## config.mk

```make
export PLATFORM = sky130hd
export DESIGN_NAME = ace_rle_loader
export DESIGN_NICKNAME = d
export VERILOG_FILES = /design/src/rtl/ace_rle_loader.sv
export SDC_FILE = /design/constraint.sdc
export NUM_CORES = 1
export LEC_CHECK = 0
export ABC_CLOCK_PERIOD_IN_PS = 3950
export BUFFER_PORTS_ARGS = -buffer_cell sky130_fd_sc_hd__buf_2
export CAP_MARGIN = 20
export CORE_MARGIN = 2
export CORE_UTILIZATION = 28
export CTS_BUF_LIST = sky130_fd_sc_hd__clkbuf_2
export CTS_CLUSTER_DIAMETER = 30
export DETAILED_ROUTE_END_ITERATION = 10
export PLACE_DENSITY_LB_ADDON = 0.15
export SYNTH_ARGS = -nofsm -noshare
export SYNTH_HDL_FRONTEND = slang
export SYNTH_SLANG_ARGS = --single-unit
export TNS_END_PERCENT = 1
```

## constraint.sdc

```tcl
create_clock -name clk_sys -period 3.95 [get_ports clk_sys]
set_input_delay 0.79 -clock clk_sys [delete_from_list [all_inputs] [get_ports clk_sys]]
set_output_delay 0.79 -clock clk_sys [all_outputs]
set_load 0.02 [all_outputs]
```

## src/rtl/ace_rle_loader.sv

```systemverilog
// ace_rle_loader: ACE snapshot loader expanding ESC,count,data run records from ioctl into RAM writes
// Ports:
//   clk_sys, reset                system clock and synchronous active-high reset
//   ioctl_download/index/wr/dout  hps_io download stream (index 0 ignored)
//   raw_mode                      copy bytes verbatim, latched at download start
//   ioctl_wait                    stall request back to hps_io
//   loader_en, loader_reset       RAM port ownership and one-cycle core reset pulse
//   loader_wr/addr/data           RAM write strobe, address and data
//   done, overflow                sticky end-marker and address-overflow flags
module ace_rle_loader #(
   parameter int              ADDR_W     = 16,
   parameter logic [ADDR_W-1:0] START_ADDR = 'h2000,
   parameter logic [7:0]      ESC        = 8'hED,
   parameter int              HOLD_CYC   = 3000000
) (
   input  logic              clk_sys,
   input  logic              reset,
   input  logic              ioctl_download,
   input  logic [7:0]        ioctl_index,
   input  logic              ioctl_wr,
   input  logic [7:0]        ioctl_dout,
   input  logic              raw_mode,
   output logic              ioctl_wait,
   output logic              loader_en,
   output logic              loader_reset,
   output logic              loader_wr,
   output logic [ADDR_W-1:0] loader_addr,
   output logic [7:0]        loader_data,
   output logic              done,
   output logic              overflow
);
   localparam int HW = $clog2(HOLD_CYC + 1);
   typedef enum logic [2:0] {IDLE, HOLD, LIT, CNT, DAT, RUN, END} state_t;
   state_t        state;
   logic [HW-1:0] hold;
   logic [7:0]    cnt;
   logic          raw;
   logic          dl_q;
   logic          start, stop, byte_ok, blocked;
   assign start   = ioctl_download && !dl_q && ioctl_index != 8'd0;
   assign stop    = !ioctl_download && dl_q;
   assign byte_ok = ioctl_wr && ioctl_index != 8'd0 && !ioctl_wait;
   // a pulse at the top address already in flight blocks any further write
   assign blocked = overflow || (loader_wr && loader_addr == '1);
   always_ff @(posedge clk_sys) begin
      if (reset) begin
         state        <= IDLE;
         hold         <= '0;
         cnt          <= 8'd0;
         raw          <= 1'b0;
         // track the live level so a download still active after reset is not seen as a new start
         dl_q         <= ioctl_download;
         ioctl_wait   <= 1'b0;
         loader_en    <= 1'b0;
         loader_reset <= 1'b0;
         loader_wr    <= 1'b0;
         loader_addr  <= START_ADDR;
         loader_data  <= 8'd0;
         done         <= 1'b0;
         overflow     <= 1'b0;
      end else begin
         dl_q         <= ioctl_download;
         loader_reset <= start;
         loader_wr    <= 1'b0;
         if (loader_wr) loader_addr <= loader_addr + 1'b1;
         if (loader_wr && loader_addr == '1) overflow <= 1'b1;
         if (stop) begin
            state      <= IDLE;
            loader_en  <= 1'b0;
            ioctl_wait <= 1'b0;
         end else if (start) begin
            state       <= HOLD;
            hold        <= HW'(HOLD_CYC);
            cnt         <= 8'd0;
            raw         <= raw_mode;
            ioctl_wait  <= 1'b1;
            done        <= 1'b0;
            overflow    <= 1'b0;
            loader_addr <= START_ADDR;
         end else begin
            if (byte_ok && state != IDLE) loader_en <= 1'b1;
            case (state)
               HOLD: begin
                  if (hold == '0) begin
                     ioctl_wait <= 1'b0;
                     state      <= LIT;
                  end else hold <= hold - 1'b1;
               end
               LIT: begin
                  if (byte_ok) begin
                     if (raw || ioctl_dout != ESC) begin
                        loader_data <= ioctl_dout;
                        loader_wr   <= !blocked;
                     end else state <= CNT;
                  end
               end
               CNT: begin
                  if (byte_ok) begin
                     if (ioctl_dout == 8'd0) begin
                        state <= END;
                        done  <= 1'b1;
                     end else begin
                        cnt   <= ioctl_dout;
                        state <= DAT;
                     end
                  end
               end
               DAT: begin
                  if (byte_ok) begin
                     loader_data <= ioctl_dout;
                     ioctl_wait  <= 1'b1;
                     state       <= RUN;
                  end
               end
               RUN: begin
                  // one pulse every other cycle; the count drains even when writes are blocked
                  if (!loader_wr) begin
                     if (cnt != 8'd0) begin
                        loader_wr <= !blocked;
                        cnt       <= cnt - 1'b1;
                     end else begin
                        ioctl_wait <= 1'b0;
                        state      <= LIT;
                     end
                  end
               end
               default: ;
            endcase
         end
      end
   end
endmodule

```

==> results of run 1 <==
[registers in the layout (all words and copies together) (netlist names)]
| name | count |
|---|---|
| ioctl_wait | 1 |
| loader_addr | 16 |
| raw | 1 |
| overflow | 1 |
| loader_en | 1 |
| loader_wr | 1 |
| hold | 22 |
| dl_q | 1 |
| state | 3 |
| done | 1 |
| loader_data | 8 |
| loader_reset | 1 |
| cnt | 8 |
[worst min-delay path by stage]
| stage | end | slack [ns] |
|---|---|---|
| floorplan | raw$_SDFFE_PP0P_ | 0.43 |
| global placement | loader_data[5]$_SDFFE_PP0P_ | 0.44 |
| detailed placement | loader_data[5]$_SDFFE_PP0P_ | 0.44 |
| CTS | dl_q$_DFF_P_ | 0.35 |
| global route | dl_q$_DFF_P_ | 0.34 |
| finish | dl_q$_DFF_P_ | 0.40 |
[through the flow]
step	power [W]	instances
floorplan	0.0008579	402
global placement	0.0009229	580
detailed placement	0.0009242	580
CTS	0.001341	595
global route	0.001398	595
finish	0.001319	595
[area by class of cell]
class	count	area share [%]
clock buffers	10	1.297
clock inverters	5	1.492
inverters	10	0.9731
multi-input cells	305	50.02
flip-flops and latches	65	33.73
well taps	143	4.638
repair buffers	57	7.849
[logic make-up (layout without fill, tap and decap cells)]
family | count (synthesis) | count (layout)
xor gates and xnor gates | 23 | 23
AOI/OAI and AO/OA | 90 | 90
muxes | 15 | 15
buffers and inverters | 32 | 82
DFF | 65 | 65
adders and majority gates | 4 | 4
and+or+nand+nor | 173 | 173
[cells in the final DEF, fill, tap and decap left out, types with 12 or more instances in the layout]
master	netlist	layout
dfxtp_1	65	65
buf_2	1	50
nand2_1	48	48
nor2_1	34	34
mux2i_1	15	15
or3_1	15	15
a21oi_1	14	14
nand3_1	13	13
o21ai_0	13	13
a31oi_1	13	13
xnor2_1	12	12
o211ai_1	12	12
[routing by layer]
| metal | vias up | part of all wire [%] | routed length (um) | track usage [%] |
|---|---|---|---|---|
| li1 | 1586 | - | - | - |
| met1 | 1444 | 49 | 4504 | 19.64 |
| met2 | 80 | 44 | 4011 | 23.15 |
| met3 | 8 | 5.7 | 518 | 4.463 |
| met4 | 0 | 1.2 | 106 | 3.984 |
| met5 | - | 0 | 0 | 0 |
[power groups by stage]
| stage | logic, W | registers (W) | clock network, W |
|---|---|---|---|
| 2_1_floorplan | 0.000147 | 0.000711 | 0 |
| 4_1_cts | 0.000207 | 0.000705 | 0.000429 |
| 3_3_place_gp | 0.000205 | 0.000718 | 0 |
| 5_1_grt | 0.000231 | 0.000711 | 0.000457 |
| 3_5_place_dp | 0.000206 | 0.000718 | 0 |
| 6_report | 0.000205 | 0.000705 | 0.000408 |
==> summary.md, run 1 <==
| Metric | Value |
|---|---|
| Layout cell share with drive strength beyond 1 | 17.04% |
| Synthesis warning total | 0 |
| Hold WC Path Type | in2reg |
| Final setup margin | 1.221 ns |
| R2r setup slk | 1.22 ns |
| NumNets Final | 473 |
| RSZ-0062 raised after global routing | no |
| Clock buffer depth | 2 |
| Seq pwr share | 53.5% |
| CP most frequent cell | or4_1 |
| Hold path depth | 1 |
| Row count | 39 |
| Root Driver | clkbuf_2 |
| Final antenna-violating net count | 0 |
| Final wirelength | 9141 um |
| FF+latch area | 0.001301 sq mm |
| Synth-to-Final Area Change | 15.08% |
| Reg2reg start | hold[3]$_SDFFE_PP0P_ |
| Simple-gate share of the synthesized area | 26.91% |
| Avg WL per Cell | 15.36 um |
| Status | finished, final reports clean |
| Clock share of power | 31.0% |
| Pwr dens | 342.0 mW/mm^2 |
| Post-Synth XOR/XNOR Area | 6.010% |
| CTS tree | built |
| CP startpoint kind | register |
| Ports | 51 |
| Layout Skew | 0.03114 ns |
| Final worst-path cycle share | 69.10% |
| Setup Buffers After CTS | 0 |
| Synth top area cells | dfxtp_1 (39%), nand2_1 (5.4%), mux2i_1 (4.5%) |
| WS Path Type | reg2reg |
| Post-CTS Hold Fix Bufs | 0 |
| Core ar. | 0.01156 sq mm |
| Leakage | 1.436 nW |
| Post-synth EDFFs | 0 |
| Synth Area per Inst | 8.338 sq um |
| Crit path depth | 5 |
| F_max | 366.4 MHz |
| FF+latch count, synth | 65 |
| Routed vias/inst | 5.240 |
| Mapped Area | 0.003352 sq mm |
| Largest family of logic cells by synthesized area | simple AND/OR/NAND/NOR gates |
| CP endpoint kind | register |
| Post-DP Area | 0.003750 sq mm |
| Area share of the largest cell type after synthesis | 38.82% |
| Crit path max-delay family | simple AND/OR/NAND/NOR gates |
| Vias in the first global route | 2945 |
| DR iter-0 viols | 148 |
| Initial antenna violation count | 0 |
| PortBufs | 50 |
| Post_cts resized | 0 |
| Count of cell types in the netlist | 51 |
| TNS Setup | 0 ns |
| Mapped Cells | 402 |
| Register area share after synthesis | 38.82% |
| H-tree levels | 3 |
| R2R depth | 5 |
| Area of the multi-input gates | 0.001929 sq mm |
| Post-synth top cells | dfxtp_1 (65), nand2_1 (48), nor2_1 (34) |
| Mapped Nets | 427 |
| HPWL Detailed | 6362 um |
| Req. time, crit path | 4.41 ns |
| Drt first pass iters | 4 |
| Synth Area in Compound Gates | 18.66% |
| Hold slack | 0.4011 ns |
| Most frequent cell after synthesis | dfxtp_1 |
| WP buf/inv | 0 |
| Max-slew violations | 0 |
| Hold path startpoint | ioctl_download |
| Starting Density | 28.98% |
| Final Setup Violations | 0 |
| Overall fraction of global-route tracks in use | 14.70% |
| CP max stage cell | or4_1 |
| Worst setup path end | hold[21]$_SDFFE_PP0P_ |
| FF-to-FF End | hold[21]$_SDFFE_PP0P_ |
| Critical path, cell by cell | or4_1 > or4_1 > a2111o_1 > or4_1 > a31oi_1 |
| Residual DRC | 0 |
| Max Cap Viol | 0 |
| Total grt overflow | 0 |
| Sw Ratio | 31.53% |
| RePlAce Congestion | 0.7946 |
| Layout filler cell count | 1249 |
| Post-synth top flop | dfxtp_1 |
| TritonCTS Sinks | 65 |
| Slew HR | 30.54% |
| Die height | 113.4 um |
| CTS Buf Count | 9 |
| Vias post-DR | 3118 |
| Worst VDD drop | 0.0001870 V |
| Pint | 0.0009032 W |
| First-pass GRT wire length | 15090 um |
| Worst-Skew Late Latency | 0.53 ns |
| Post-Layout Inst Area | 0.003857 sq mm |
| Largest net degree at the start of global routing | 25 |
| Asr flop ratio synth | 0% |
| Die width | 113.4 um |
| CP peak stage delay | 0.65 ns |
| Net Sw Power | 0.0004160 W |
| Utilization after layout | 33.36% |
| Setup crit start | hold[3]$_SDFFE_PP0P_ |
| Minimum clock period | 2.729 ns |
| Adder-cell share of the synthesized area | 1.493% |
| Share of total power in combinational logic | 15.6% |
| WP data arrival | 3.19 ns |
| Clk pin slew, worst setup/hold paths | 0.18 ns |
| Maximum fanout along the worst path | 8 |
| Worst slack, placed | 0.9685 ns |
| Largest area contributor in the netlist | dfxtp_1 |
| Mux cell area share after synthesis | 4.479% |
| Die area | 0.01286 sq mm |
| Final Hold Viols | 0 |
| Slew @ Worst Pin | 1.042 ns |
| Diode count | 0 |
Note: power is estimated with default switching activity, not from simulation.
==> inputs of run 2 (changes only) <==
Settings changed: ABC_CLOCK_PERIOD_IN_PS 3950 to 2400.
Clock period 3.95 ns to 2.4 ns, I/O delays scaled along.
==> run 2 against run 1 <==
  * Critical path depth unchanged
  * Flip-flop and latch count unchanged
  * Sequential power increased by 65%
  * Power increased by 71%
  * Clock skew decreased by 0.018 ns
  * Clock-buffer cell count unchanged
  * Hold slack got worse by 0.31 ns
  * Utilization increased by 2.6 points
  * Die area unchanged
  * Global-route usage increased by 0.93 points
  * Non-clock buffer count increased by 32
  * Largest cell class unchanged
==> summary.md, run 2 (same netlist as run 1, synthesis figures left out) <==
| Metric | Value |
|---|---|
| Status | finished, final reports clean (unchanged) |
| Routed vias/inst | 5.210 (was 5.240) |
| Net Sw Power | 0.0007047 W (was 0.0004160 W) |
| Final worst-path cycle share | 95.75% (was 69.10%) |
| Residual DRC | 0 (unchanged) |
| Pint | 0.001553 W (was 0.0009032 W) |
| Vias post-DR | 3272 (was 3118) |
| Worst VDD drop | 0.0003427 V (was 0.0001870 V) |
| TritonCTS Sinks | 65 (unchanged) |
| Max Cap Viol | 0 (unchanged) |
| Vias in the first global route | 3200 (was 2945) |
| Synth-to-Final Area Change | 24.04% (was 15.08%) |
| Final antenna-violating net count | 0 (unchanged) |
| Sw Ratio | 31.21% (was 31.53%) |
| First-pass GRT wire length | 15950 um (was 15090 um) |
| Final wirelength | 9543 um (was 9141 um) |
| Placed Cells incl. Taps | 610 (was 580) |
| CTS tree | built (unchanged) |
| WP data arrival | 2.80 ns (was 3.19 ns) |
| Hold WC Path Type | in2reg (unchanged) |
| Crit path max-delay family | simple AND/OR/NAND/NOR gates (unchanged) |
| Top reg by flops | hold (unchanged) |
| Drt first pass iters | 5 (was 4) |
| Slew HR | 59.60% (was 30.54%) |
| CP max stage cell | or4_2 (was or4_1) |
| WS Path Type | reg2reg (unchanged) |
| PortBufs | 50 (unchanged) |
| Total grt overflow | 0 (unchanged) |
| CP peak stage delay | 0.60 ns (was 0.65 ns) |
| FF+latch area | 0.001306 sq mm (was 0.001301 sq mm) |
| Worst-Skew Late Latency | 0.55 ns (was 0.53 ns) |
| Diode count | 0 (unchanged) |
| TNS Setup | 0 ns (unchanged) |
| Root Driver | clkbuf_2 (unchanged) |
| Final Hold Viols | 0 (unchanged) |
| Minimum clock period | 2.298 ns (was 2.729 ns) |
| Critical path, cell by cell | or4_4 > or4_4 > buf_4 > or4_2 > a31oi_1 (was or4_1 > or4_1 > a2111o_1 > or4_1 > a31oi_1) |
| Req. time, crit path | 2.90 ns (was 4.41 ns) |
| Layout filler cell count | 1248 (was 1249) |
| WP buf/inv | 1 (was 0) |
| Largest net degree at the start of global routing | 26 (was 25) |
| Leakage | 1.616 nW (was 1.436 nW) |
| Clock buffer depth | 2 (unchanged) |
| Share of total power in combinational logic | 19.2% (was 15.6%) |
| Area of the multi-input gates | 0.001973 sq mm (was 0.001929 sq mm) |
| Seq pwr share | 51.2% (was 53.5%) |
| HPWL Detailed | 6772 um (was 6362 um) |
| Initial antenna violation count | 0 (unchanged) |
| Pwr dens | 543.0 mW/mm^2 (was 342.0 mW/mm^2) |
| Commonest cells after routing, fill and taps aside | dfxtp_1 (63), buf_2 (51), nand2_1 (48), buf_4 (37), nor2_1 (34) (was dfxtp_1 (65), buf_2 (50), nand2_1 (48), nor2_1 (34)) |
| RSZ-0062 raised after global routing | no (unchanged) |
| Maximum fanout along the worst path | 7 (was 8) |
| Max-slew violations | 0 (unchanged) |
| Final Setup Violations | 0 (unchanged) |
| CTS Buf Count | 9 (unchanged) |
| Clock share of power | 29.6% (was 31.0%) |
| Leading cell type in the layout, fill and taps excluded | dfxtp_1 (unchanged) |
| Row count | 39 (unchanged) |
| Starting Density | 28.98% (unchanged) |
| Max reg flops | 22 (unchanged) |
| Core ar. | 0.01156 sq mm (unchanged) |
| Die width | 113.4 um (unchanged) |
| Clk pin slew, worst setup/hold paths | 0.19 ns (was 0.18 ns) |
| RePlAce Congestion | 0.7847 (was 0.7946) |
| CP most frequent cell | or4_4 (was or4_1) |
| Post-CTS Hold Fix Bufs | 0 (unchanged) |
| Layout Skew | 0.01347 ns (was 0.03114 ns) |
| Avg WL per Cell | 15.20 um (was 15.36 um) |
| CP startpoint kind | register (unchanged) |
| CP endpoint kind | register (unchanged) |
| F_max | 435.2 MHz (was 366.4 MHz) |
| Post-route insts no fill | 628 (was 595) |
| NumNets Final | 505 (was 473) |
| H-tree levels | 3 (unchanged) |
| Die area | 0.01286 sq mm (unchanged) |
| Die height | 113.4 um (unchanged) |
| Layout cell share with drive strength beyond 1 | 24.54% (was 17.04%) |
| Overall fraction of global-route tracks in use | 15.63% (was 14.70%) |
| Ports | 51 (unchanged) |
| Largest registers | hold (22), loader_addr (16) (unchanged) |
| DR iter-0 viols | 153 (was 148) |
| Slew @ Worst Pin | 0.6013 ns (was 1.042 ns) |
-- run 2: cell types whose count changed in the layout (fill, tap and decap cells not counted), sizes merged --
cell,change
buf,+32
clkinv,+1
-- run 2: final cells by class --
| class | count | share of cell area [%] |
|---|---|---|
| inverter | 10 | 0.9028 |
| multi-input combinational | 305 | 47.46 |
| sequential | 65 | 31.42 |
| clock inverter | 6 | 1.414 |
| tap | 143 | 4.303 |
| clock buffer | 10 | 1.204 |
| timing repair buffer | 89 | 13.30 |
-- run 2: power groups by stage --
stage	clock network (W)	registers (W)	logic (W)
floorplan	0	0.00117	0.000248
global placement	0	0.00117	0.000405
detailed placement	0	0.00117	0.000408
CTS	0.000705	0.00115	0.000412
global route	0.000760	0.00116	0.000483
finish	0.000669	0.00116	0.000433
-- run 2: layer usage --
layer	vias to the layer above	track usage (%)	routed length [um]
li1	1651	-	-
met1	1530	20.21	4620
met2	80	24.91	4258
met3	11	5.048	523
met4	0	4.878	141
met5	-	0	0
-- run 2: what timing repair did --
item / CTS / global route
pin swaps: 0 / 2
gates cloned: 0 / 1
resized for setup: 3 / 11
buffers inserted: 0 / 1
endpoints found under the setup margin: 1 / 12
-- run 2: path summary, 6_finish.rpt --
check / start / endpoint / slack (ns) / cells past startpoint
max reg2reg: hold[4]$_SDFFE_PP0P_ / hold[15]$_SDFFE_PP0P_ / 0.10 / 5
max: hold[4]$_SDFFE_PP0P_ / hold[15]$_SDFFE_PP0P_ / 0.10 / 5
min reg2reg: overflow$_SDFF_PP0_ / loader_wr$_SDFF_PP0_ / 0.46 / 1
min: ioctl_download / dl_q$_DFF_P_ / 0.09 / 1
-- run 2: through the flow --
step                      util (%)  total power [W]  area [sq um]  hold slack (ns)  setup WS, ns
final                        35.95         0.002258          4158          0.09412        0.1019
after global routing         35.95         0.002406          4158          0.01264      0.002223
after CTS                    35.50         0.002271          4105          0.03891       0.01460
after detailed placement     34.48         0.001582          3988           0.4428       0.01674
after global placement       34.48         0.001579          3988           0.4418       0.02902
after floorplan                  -         0.001418          3358           0.4311      0.003229
-- run 2: worst reg2reg max path: cells and delay by family (launching register included) --
kind | cells | cell delay, ns
simple gates | 3 | 1.55
flops | 1 | 0.39
buf+inv | 1 | 0.18
compound gates | 1 | 0.13
==> inputs of run 3 (changes only) <==
Settings changed: ABC_CLOCK_PERIOD_IN_PS 2400 to 2600.
Clock period 2.4 ns to 2.6 ns, I/O delays scaled along.
==> run 3 against run 2 <==
  * Sequential power fell by 8%
  * Cell count fell by 1.6%
  * Critical path type unchanged
  * Wire length fell by 1.8%
  * Power fell by 13%
==> summary.md, run 3 (same netlist as run 1, synthesis figures left out) <==
| Metric | Value |
|---|---|
| Layout filler cell count | 1246 (was 1248) |
| First-pass GRT wire length | 15450 um (was 15950 um) |
| Drt first pass iters | 5 (unchanged) |
| Routed vias/inst | 5.259 (was 5.210) |
| WS Path Type | reg2reg (unchanged) |
| Largest net degree at the start of global routing | 26 (unchanged) |
| Max-slew violations | 0 (unchanged) |
| Total Power | 0.001954 W (was 0.002258 W) |
| Worst slack, placed | 0.1099 ns (was 0.01674 ns) |
| Final Setup Violations | 0 (unchanged) |
| Hold path startpoint | ioctl_download (unchanged) |
| CP endpoint kind | register (unchanged) |
| Worst VDD drop | 0.0002191 V (was 0.0003427 V) |
| Slew @ Worst Pin | 0.6137 ns (was 0.6013 ns) |
| Die width | 113.4 um (unchanged) |
| Clock buffer depth | 2 (unchanged) |
| Top reg by flops | hold (unchanged) |
| Largest registers | hold (22), loader_addr (16) (unchanged) |
| FF-to-FF End | hold[21]$_SDFFE_PP0P_ (was hold[15]$_SDFFE_PP0P_) |
| Reg2reg start | hold[9]$_SDFFE_PP0P_ (was hold[4]$_SDFFE_PP0P_) |
| TNS Setup | 0 ns (unchanged) |
| R2r setup slk | 0.09 ns (was 0.10 ns) |
| Req. time, crit path | 3.05 ns (was 2.90 ns) |
| GR Layer Usage met3 | 3.879% (was 5.048%) |
| Die area | 0.01286 sq mm (unchanged) |
| HPWL Detailed | 6669 um (was 6772 um) |
| Final antenna-violating net count | 0 (unchanged) |
| Final worst-path cycle share | 96.61% (was 95.75%) |
| CP startpoint kind | register (unchanged) |
| PortBufs | 50 (unchanged) |
| RePlAce Congestion | 0.8222 (was 0.7847) |
| Status | finished, final reports clean (unchanged) |
| Root Driver | clkbuf_2 (unchanged) |
| Total grt overflow | 0 (unchanged) |
| Diode count | 0 (unchanged) |
| Setup crit start | hold[9]$_SDFFE_PP0P_ (was hold[4]$_SDFFE_PP0P_) |
| Clk pin slew, worst setup/hold paths | 0.20 ns (was 0.19 ns) |
| Pwr dens | 485.4 mW/mm^2 (was 543.0 mW/mm^2) |
| Vias in the first global route | 3033 (was 3200) |
| Max Cap Viol | 0 (unchanged) |
| Setup Buffers After CTS | 0 (unchanged) |
| Starting Density | 28.98% (unchanged) |
| Layout cell share with drive strength beyond 1 | 21.26% (was 24.54%) |
| Initial antenna violation count | 0 (unchanged) |
| NumNets Final | 495 (was 505) |
| Leading cell type in the layout, fill and taps excluded | dfxtp_1 (unchanged) |
| Minimum clock period | 2.512 ns (was 2.298 ns) |
| Maximum fanout along the worst path | 7 (unchanged) |
| Worst-Skew Late Latency | 0.52 ns (was 0.55 ns) |
| Slew HR | 58.71% (was 59.60%) |
| Met2 Use GR | 22.83% (was 24.91%) |
| Residual DRC | 0 (unchanged) |
| Die height | 113.4 um (unchanged) |
| Placed Cells incl. Taps | 601 (was 610) |
| Final wirelength | 9374 um (was 9543 um) |
| Hold path depth | 1 (unchanged) |
| Layout Skew | 0.02188 ns (was 0.01347 ns) |
| F_max | 398.1 MHz (was 435.2 MHz) |
| Max reg flops | 22 (unchanged) |
| Post-route insts no fill | 618 (was 628) |
| DR iter-0 viols | 196 (was 153) |
| Commonest cells after routing, fill and taps aside | dfxtp_1 (65), buf_2 (51), nand2_1 (48), nor2_1 (34), buf_4 (27) (was dfxtp_1 (63), buf_2 (51), nand2_1 (48), buf_4 (37), nor2_1 (34)) |
| Hold Path End | dl_q$_DFF_P_ (unchanged) |
| Post_cts resized | 0 (was 3) |
| Synth-to-Final Area Change | 20.08% (was 24.04%) |
| H-tree levels | 3 (unchanged) |
| CTS Buf Count | 9 (unchanged) |
| Final setup margin | 0.08825 ns (was 0.1019 ns) |
| GR Util met1 | 20.76% (was 20.21%) |
| Overall fraction of global-route tracks in use | 15.11% (was 15.63%) |
| Leakage | 1.547 nW (was 1.616 nW) |
| WP data arrival | 2.96 ns (was 2.80 ns) |
| Vias post-DR | 3250 (was 3272) |
| Utilization after layout | 34.80% (was 35.95%) |
| Core ar. | 0.01156 sq mm (unchanged) |
| Row count | 39 (unchanged) |
| R2R depth | 5 (unchanged) |
| Post-CTS Hold Fix Bufs | 0 (unchanged) |
| GRT busiest layer | met2 (unchanged) |
| TritonCTS Sinks | 65 (unchanged) |
| Avg WL per Cell | 15.17 um (was 15.20 um) |
| Hold WC Path Type | in2reg (unchanged) |
| Ports | 51 (unchanged) |
| CTS tree | built (unchanged) |
| Final Hold Viols | 0 (unchanged) |
## run 3: changes by cell type in the layout (fill, tap and decap cells not counted), sizes merged
| cell | delta |
|---|---|
| buf | -10 |
| clkinv | +2 |
| bufinv | -1 |
| clkbuf | -1 |
| clkinvlp | -1 |
| inv | +1 |
## run 3: stage by stage
stage	area [sq um]	hold WS, ns
global route	4025	0.09602
finish	4025	0.1518
detailed placement	3920	0.4471
CTS	4011	0.1109
global placement	3920	0.4396
floorplan	3352	0.4311
## run 3: worst max path at each step
stage / cells past startpoint / endpoint / slack [ns]
finish: 5 / hold[21]$_SDFFE_PP0P_ / 0.09
detailed placement: 6 / hold[5]$_SDFFE_PP0P_ / 0.11
CTS: 5 / hold[21]$_SDFFE_PP0P_ / 0.06
global route: 5 / hold[21]$_SDFFE_PP0P_ / -0.002
floorplan: 6 / hold[21]$_SDFFE_PP0P_ / 0.11
global placement: 5 / hold[21]$_SDFFE_PP0P_ / 0.15
## run 3: metal layers
| layer | up-vias | part of all wire (%) |
|---|---|---|
| met5 | - | 0 |
| met3 | 15 | 5.2 |
| met4 | 0 | 2.4 |
| li1 | 1630 | - |
| met1 | 1517 | 50 |
| met2 | 88 | 43 |
## run 3: final cells by class
type | instances | area (sq um) | share of cell area (%)
multi-input combinational | 305 | 1938 | 48.15
inverter | 10 | 37.54 | 0.9325
timing repair buffer | 79 | 478.0 | 11.87
clock buffer | 9 | 45.04 | 1.119
sequential | 65 | 1301 | 32.33
clock inverter | 7 | 46.29 | 1.150
tap | 143 | 178.9 | 4.445
## run 3: power by group
group	switching (W)	leakage (nW)	internal (W)
clock	0.000403	0.0573	0.000124
combinational	0.000206	0.961	0.000153
sequential	0.0000345	0.528	0.00103
total	0.000644	1.55	0.00131
## run 3: worst max-delay path, cell delays in order, from the launching register on
cell      delay (ns)
dfxtp_1         0.40
or4_1           0.62
or4_4           0.49
a2111o_1        0.36
or4_1           0.41
a31oi_1         0.16
